**config.mk**
```make
export PLATFORM = sky130hd
export DESIGN_NAME = mr_chips_run_ctrl
export DESIGN_NICKNAME = d
export VERILOG_FILES = /design/src/rtl/mr_chips_run_ctrl.sv
export SDC_FILE = /design/constraint.sdc
export NUM_CORES = 1
export LEC_CHECK = 0
export BUFFER_PORTS_ARGS = -buffer_cell sky130_fd_sc_hd__buf_2
export CAP_MARGIN = 40
export CORE_MARGIN = 3
export CORE_UTILIZATION = 65
export DETAILED_ROUTE_END_ITERATION = 8
export GPL_ROUTABILITY_DRIVEN = 0
export PLACE_DENSITY = 0.86
export SLEW_MARGIN = 20
export SYNTH_ARGS = -nofsm -noshare
export SYNTH_HDL_FRONTEND = slang
export SYNTH_SLANG_ARGS = --single-unit
```
**constraint.sdc**
```tcl
create_clock -name clk -period 8.6 [get_ports clk]
set_input_delay 0.43 -clock clk [delete_from_list [all_inputs] [get_ports clk]]
set_output_delay 0.43 -clock clk [all_outputs]
set_load 0.05 [all_outputs]
```
**src/rtl/mr_chips_run_ctrl.sv**
```systemverilog
// Run controller and trace capture for the mr_chips core: core reset sequencing, cycle budget / halt stop,
// circular (pc, alu) trace buffer. Optional macro MR_CHIPS_TRACE_FILTER_EN captures only PC changes.
module mr_chips_run_ctrl #(
    parameter int WIDTH        = 16,
    parameter int DEPTH        = 16,
    parameter int RESET_CYCLES = 5,
    parameter int MAX_CYCLES   = 75,
    parameter int HALT_CYCLES  = 4,
    parameter int CNT_W        = 16
) (
    input  logic                     clk,
    input  logic                     reset,
    input  logic                     start,
    input  logic [WIDTH-1:0]         pc_in,
    input  logic [WIDTH-1:0]         alu_in,
    output logic                     core_reset,
    output logic                     run_active,
    output logic                     done,
    output logic [1:0]               done_reason,
    output logic [CNT_W-1:0]         cycle_count,
    output logic                     rd_valid,
    input  logic                     rd_ready,
    output logic [WIDTH-1:0]         rd_pc,
    output logic [WIDTH-1:0]         rd_alu,
    output logic [$clog2(DEPTH):0]   trace_count,
    output logic                     overflow
);
    localparam int AW   = $clog2(DEPTH);
    localparam int RC_W = $clog2(RESET_CYCLES + 1);
    localparam int HC_W = $clog2(HALT_CYCLES + 1);
    localparam logic [AW:0] FULL_CNT = (AW+1)'(DEPTH);

    typedef enum logic [1:0] {S_IDLE = 2'b00, S_RST = 2'b01, S_RUN = 2'b10, S_DONE = 2'b11} state_t;

    state_t             state_r, state_next_s;
    logic [RC_W-1:0]    rst_cnt_r;
    logic [HC_W-1:0]    halt_cnt_r, halt_next_s;
    logic [CNT_W-1:0]   cycle_count_r, cnt_inc_s;
    logic [WIDTH-1:0]   prev_pc_r;
    logic [1:0]         reason_r, reason_next_s;
    logic               core_reset_r, run_active_r, done_r;
    logic               clear_s, finish_s, first_run_s, in_run_s, wr_en_s, pop_s, full_s;
    logic [WIDTH-1:0]   mem_pc  [DEPTH];
    logic [WIDTH-1:0]   mem_alu [DEPTH];
    logic [AW-1:0]      wr_ptr_r, rd_ptr_r;
    logic [AW:0]        count_r;
    logic               overflow_r;

    assign in_run_s    = (state_r == S_RUN);
    assign first_run_s = (cycle_count_r == {CNT_W{1'b0}});
    assign pop_s       = (count_r != {(AW+1){1'b0}}) && rd_ready;
    assign full_s      = (count_r == FULL_CNT);

    // Next state, saturating cycle increment, halt tracking and stop decision
    always_comb begin
        state_next_s  = state_r;
        clear_s       = 1'b0;
        finish_s      = 1'b0;
        reason_next_s = 2'b00;
        if (cycle_count_r == {CNT_W{1'b1}}) begin
            cnt_inc_s = cycle_count_r;
        end else begin
            cnt_inc_s = cycle_count_r + CNT_W'(1);
        end
        // The first RUN cycle has no predecessor, so it always counts as a PC change
        if (first_run_s) begin
            halt_next_s = {HC_W{1'b0}};
        end else if (pc_in == prev_pc_r) begin
            halt_next_s = halt_cnt_r + HC_W'(1);
        end else begin
            halt_next_s = {HC_W{1'b0}};
        end
        case (state_r)
            S_IDLE, S_DONE: begin
                if (start) begin
                    state_next_s = S_RST;
                    clear_s      = 1'b1;
                end else begin
                    state_next_s = state_r;
                end
            end
            S_RST: begin
                if (rst_cnt_r == RC_W'(RESET_CYCLES - 1)) begin
                    state_next_s = S_RUN;
                end else begin
                    state_next_s = S_RST;
                end
            end
            S_RUN: begin
                if (halt_next_s >= HC_W'(HALT_CYCLES)) begin
                    state_next_s  = S_DONE;
                    finish_s      = 1'b1;
                    reason_next_s = 2'b10;
                end else if (cnt_inc_s >= CNT_W'(MAX_CYCLES)) begin
                    state_next_s  = S_DONE;
                    finish_s      = 1'b1;
                    reason_next_s = 2'b01;
                end else begin
                    state_next_s = S_RUN;
                end
            end
            default: begin
                state_next_s = S_IDLE;
            end
        endcase
    end

    // Control state, registered status outputs and run counters
    always_ff @(posedge clk or negedge reset) begin
        if (!reset) begin
            state_r       <= S_IDLE;
            rst_cnt_r     <= {RC_W{1'b0}};
            halt_cnt_r    <= {HC_W{1'b0}};
            cycle_count_r <= {CNT_W{1'b0}};
            prev_pc_r     <= {WIDTH{1'b0}};
            reason_r      <= 2'b00;
            core_reset_r  <= 1'b1;
            run_active_r  <= 1'b0;
            done_r        <= 1'b0;
        end else begin
            state_r      <= state_next_s;
            core_reset_r <= (state_next_s != S_RUN);
            run_active_r <= (state_next_s == S_RUN);
            done_r       <= (state_next_s == S_DONE);
            if (state_r == S_RST) begin
                rst_cnt_r <= rst_cnt_r + RC_W'(1);
            end else begin
                rst_cnt_r <= {RC_W{1'b0}};
            end
            if (clear_s) begin
                cycle_count_r <= {CNT_W{1'b0}};
                halt_cnt_r    <= {HC_W{1'b0}};
                reason_r      <= 2'b00;
            end else if (in_run_s) begin
                cycle_count_r <= cnt_inc_s;
                halt_cnt_r    <= halt_next_s;
                prev_pc_r     <= pc_in;
                if (finish_s) begin
                    reason_r <= reason_next_s;
                end
            end
        end
    end

`ifdef MR_CHIPS_TRACE_FILTER_EN
    logic [WIDTH-1:0] last_pc_r;

    // Most recently captured PC, so repeated PCs are not re-captured
    always_ff @(posedge clk or negedge reset) begin
        if (!reset) begin
            last_pc_r <= {WIDTH{1'b0}};
        end else if (wr_en_s) begin
            last_pc_r <= pc_in;
        end
    end

    assign wr_en_s = in_run_s && (first_run_s || (pc_in != last_pc_r));
`else
    assign wr_en_s = in_run_s;
`endif

    // Trace pointers and occupancy; a write into a full buffer drops the oldest entry
    always_ff @(posedge clk or negedge reset) begin
        if (!reset) begin
            wr_ptr_r   <= {AW{1'b0}};
            rd_ptr_r   <= {AW{1'b0}};
            count_r    <= {(AW+1){1'b0}};
            overflow_r <= 1'b0;
        end else if (clear_s) begin
            wr_ptr_r   <= {AW{1'b0}};
            rd_ptr_r   <= {AW{1'b0}};
            count_r    <= {(AW+1){1'b0}};
            overflow_r <= 1'b0;
        end else begin
            if (wr_en_s) begin
                wr_ptr_r <= wr_ptr_r + AW'(1);
            end
            if (pop_s || (wr_en_s && full_s)) begin
                rd_ptr_r <= rd_ptr_r + AW'(1);
            end
            if (wr_en_s && full_s && !pop_s) begin
                overflow_r <= 1'b1;
            end
            if (wr_en_s && !pop_s && !full_s) begin
                count_r <= count_r + (AW+1)'(1);
            end else if (!wr_en_s && pop_s) begin
                count_r <= count_r - (AW+1)'(1);
            end
        end
    end

    // Trace storage
    always_ff @(posedge clk) begin
        if (wr_en_s) begin
            mem_pc[wr_ptr_r]  <= pc_in;
            mem_alu[wr_ptr_r] <= alu_in;
        end
    end

    assign core_reset  = core_reset_r;
    assign run_active  = run_active_r;
    assign done        = done_r;
    assign done_reason = reason_r;
    assign cycle_count = cycle_count_r;
    assign rd_valid    = (count_r != {(AW+1){1'b0}});
    assign rd_pc       = mem_pc[rd_ptr_r];
    assign rd_alu      = mem_alu[rd_ptr_r];
    assign trace_count = count_r;
    assign overflow    = overflow_r;
endmodule

```
==> flow_summary_export.csv <==
group,metric,value,unit
die,io_pins,96,
grt,grt_pass1_vias,12500,
pwr,p_comb_frac,0.270,
route,wl_per_cell,36.4,µm
die,start_util,0.668,
synth,synth_nets,1145,
synth,synthCells,1093,
timing,fin_skew,27.1,ps
route,drtPass1Iterations,9,
outcome,violations,"design-rule violations",
outcome,status,"finished, violations left",
die,die-area,37300,µm²
placement,dp_cells,1599,
final_layout,final_cells,1709,
setup_path,crit_path_start_kind,"flop",
setup_path,r2r_start,"trace_count[1]",
clock_tree,clkSinkCount,571,
grt,grt_pass1_wl,87000,µm
die,core_area,34000,µm²
route,vias,12400,
grt,grt.overflow.total,0,
timing,post-route-min-period,4370,ps
synth,syn_area_per_cell,20.8,µm²
setup_path,crit_slowest_cell,"dfrtp_4",
timing,slew_headroom,0.439,
synth,synth_top_area_cell,"edfxtp_1",
clock_tree,worstSkewPairLatency,600,ps
setup_path,slowest_delay,770,ps
route,drtIter0Drc,1850,
final_layout,nets,1267,
route,wirelength,62200,µm
synth,synthArstFlopShare,0.103,
final_layout,drive_above_1_share,0.338,
setup_path,crit_buf_inv,4,
setup_path,cp.required,8170,ps
timing,worst_pin_slew,835,ps
pwr,power.switching,2500,µW
placement,io_buffers,95,
run,cap_violations,0,
clock_tree,tritoncts,"built",
min_path,min_path_type,"primary input to flop",
clock_tree,cts_setup_buffers,0,
clock_tree,cts.htree.levels,2,
route,remaining_drc_errors,1,
timing,fmax,0.229,GHz
setup_path,worstPathArrival,3940,ps
pwr,p_seq_frac,0.409,
synth,synth_ff_type,"edfxtp_1",
timing,drv_slew,0,
setup_path,crit_type,"flop to output port",
synth,netlist.area_leader.share,0.676,
synth,synth_seq_area_share,0.741,
synth,synth-warning-count,0,
route,antenna_left,0,
placement,place_area,23800,µm²
grt,grt_max_degree,60,
grt,grt.total_usage,0.333,
pwr,ir_worst_vdd,0.000344,V
die,die-height,193,µm
synth,ys_seq_elements,571,
min_path,worstHoldStart,"alu_in[13]",
setup_path,cp_max_fo,25,
final_layout,syn_to_final_growth,13.7,%
die,die_x,193,µm
grt,grt_antenna_before_repair,3,
synth,synthTopCellsByArea,"edfxtp_1 (68%), mux4_2 (16%), dfrtp_1 (6.4%)",
timing,fin_tns_setup,0,ps
setup_path,cp_cell_sequence,"buf_12 > buf_4 > buf_12 > mux4_2 > mux4_2 > buf_2",
clock_tree,clock_path_buffers,3,
synth,ys_types,58,
pwr,power.leakage,0.00857,µW
setup_path,cp_top_family,"buffers and inverters",
pwr,p_sw_frac,0.315,
pwr,power.density,307,nW/µm²
pwr,cellInternalPower,5440,µW
timing,hold_viol_final,0,
placement,hpwl,28700,µm
die,placementRows,67,
setup_path,endpoint_kind,"output port",
clock_tree,cts_buffers,54,
timing,rsz0062_at_grt,"no",
clock_tree,clk_transition_reported_paths,70,ps
synth,synth-edff-count,512,
timing,finalSetupViolations,0,
pwr,power_frac_clock,0.321,
timing,fin_hold_ws,219,ps
clock_tree,clockRootBuffer,"clkbuf_16",
setup_path,startpoint,"rd_ptr_r[0]",
timing,min_period_over_period,0.508,
final_layout,fin_area,25800,µm²
route,viasPerCell,7.24,
synth,syn_area,22700,µm²
sequential cells by signal, summed over array words and instances, names as in the netlist:
name         cells
done             1
core_reset       1
mem_alu        256
prev_pc_r       16
wr_ptr_r         4
overflow         1
cycle_count     16
halt_cnt_r       3
rd_ptr_r         4
state_r          2
run_active       1
done_reason      2
trace_count      5
rst_cnt_r        3
mem_pc         256
layout by cell type, fill, tap and decap left out, types with 14 or more instances in the layout:
master	instances
inv_1	16
buf_2	95
mux2_2	16
nor2_1	31
dfrtp_1	54
xor2_1	29
clkbuf_16	55
edfxtp_1	512
mux4_2	160
nand2_1	29
nand3_1	16
ha_1	14
buf_4	24
a21oi_1	18
per-stage QoR:
stage	power, µW	util	setup WS (ps)
floorplan	4820	-	4350
global placement	5200	0.699	4860
detailed placement	5300	0.700	4920
CTS	7880	0.754	4130
global route	8150	0.759	4050
finish	7940	0.759	4230
kinds of logic (layout without fill, tap and decap cells):
| kind of cell | count (synthesis) | after routing | share of synthesized area |
|---|---|---|---|
| XOR/XNOR | 35 | 35 | 0.0135 |
| adder cells (fa/ha/maj) | 16 | 16 | 0.00914 |
| multiplexers | 181 | 181 | 0.169 |
| buffers and inverters | 79 | 246 | 0.0155 |
| flip-flops | 571 | 571 | 0.741 |
| AND/OR/NAND/NOR | 152 | 152 | 0.0345 |
| other | 0 | 1 | 0 |
| AO/OA/AOI/OAI | 59 | 59 | 0.0173 |
Yosys cell counts (3+ instances only):
cell        n
edfxtp_1  512
inv_1      16
a31o_2      3
nor4_1      7
buf_6       4
o21ai_0    12
nand4_1    11
and2_1      6
a21oi_1    18
nor3_1      7
a31oi_1     4
ha_1       15
nor2b_1     4
mux4_2    160
dfrtp_1    58
nand3_1    16
buf_4       3
and3_1      3
clkbuf_1   35
xnor2_1     6
nor2_1     43
buf_1       9
mux2i_1     5
or3_1       5
nand2_1    29
and4_1      5
nand2b_1    5
buf_2      12
xor2_1     29
mux2_2     16
power by group through the flow:
stage | Combinational [µW] | Clock [µW] | Sequential [µW]
6_report | 2150 | 2550 | 3250
5_1_grt | 2240 | 2660 | 3260
4_1_cts | 2050 | 2550 | 3270
3_5_place_dp | 1970 | 0 | 3320
3_3_place_gp | 1850 | 0 | 3350
2_1_floorplan | 1550 | 0 | 3270
per-layer routing:
metal	vias up	wire length, µm	global-route usage
met4	4	3130	0.143
met3	226	7920	0.0875
met5	-	25	0
met2	1196	30100	0.527
met1	6229	21100	0.452
li1	4724	-	-
final cells by class:
class                           instances  area [µm²]
Antenna cell                            1        2.50
Clock buffer                           59        1390
Clock inverter                         42         455
Fill cell                            1731        8190
Inverter                               16        60.1
Multi-Input combinational cell        443        5640
Sequential cell                       571       16900
Tap cell                              448         561
Timing Repair Buffer                  129         876
repair_timing:
action                    in CTS  in global routing
hold endpoints to repair       0                 34
hold buffers                   0                  1
resized for setup              0                  0
path summary, 6_finish.rpt:
| path | end | slack [ps] | cells past startpoint |
|---|---|---|---|
| setup / recovery | rd_pc[0] | 4230 | 6 |
| setup reg to reg | trace_count[4] | 5090 | 11 |
| min in group asynchronous | cycle_count[6] | 270 | 3 |
| max in group asynchronous | core_reset | 7800 | 4 |
| hold / removal | mem_alu[0][13] | 220 | 1 |
| hold reg to reg | rst_cnt_r[0] | 460 | 1 |
Power figures use the tool's default switching activity.
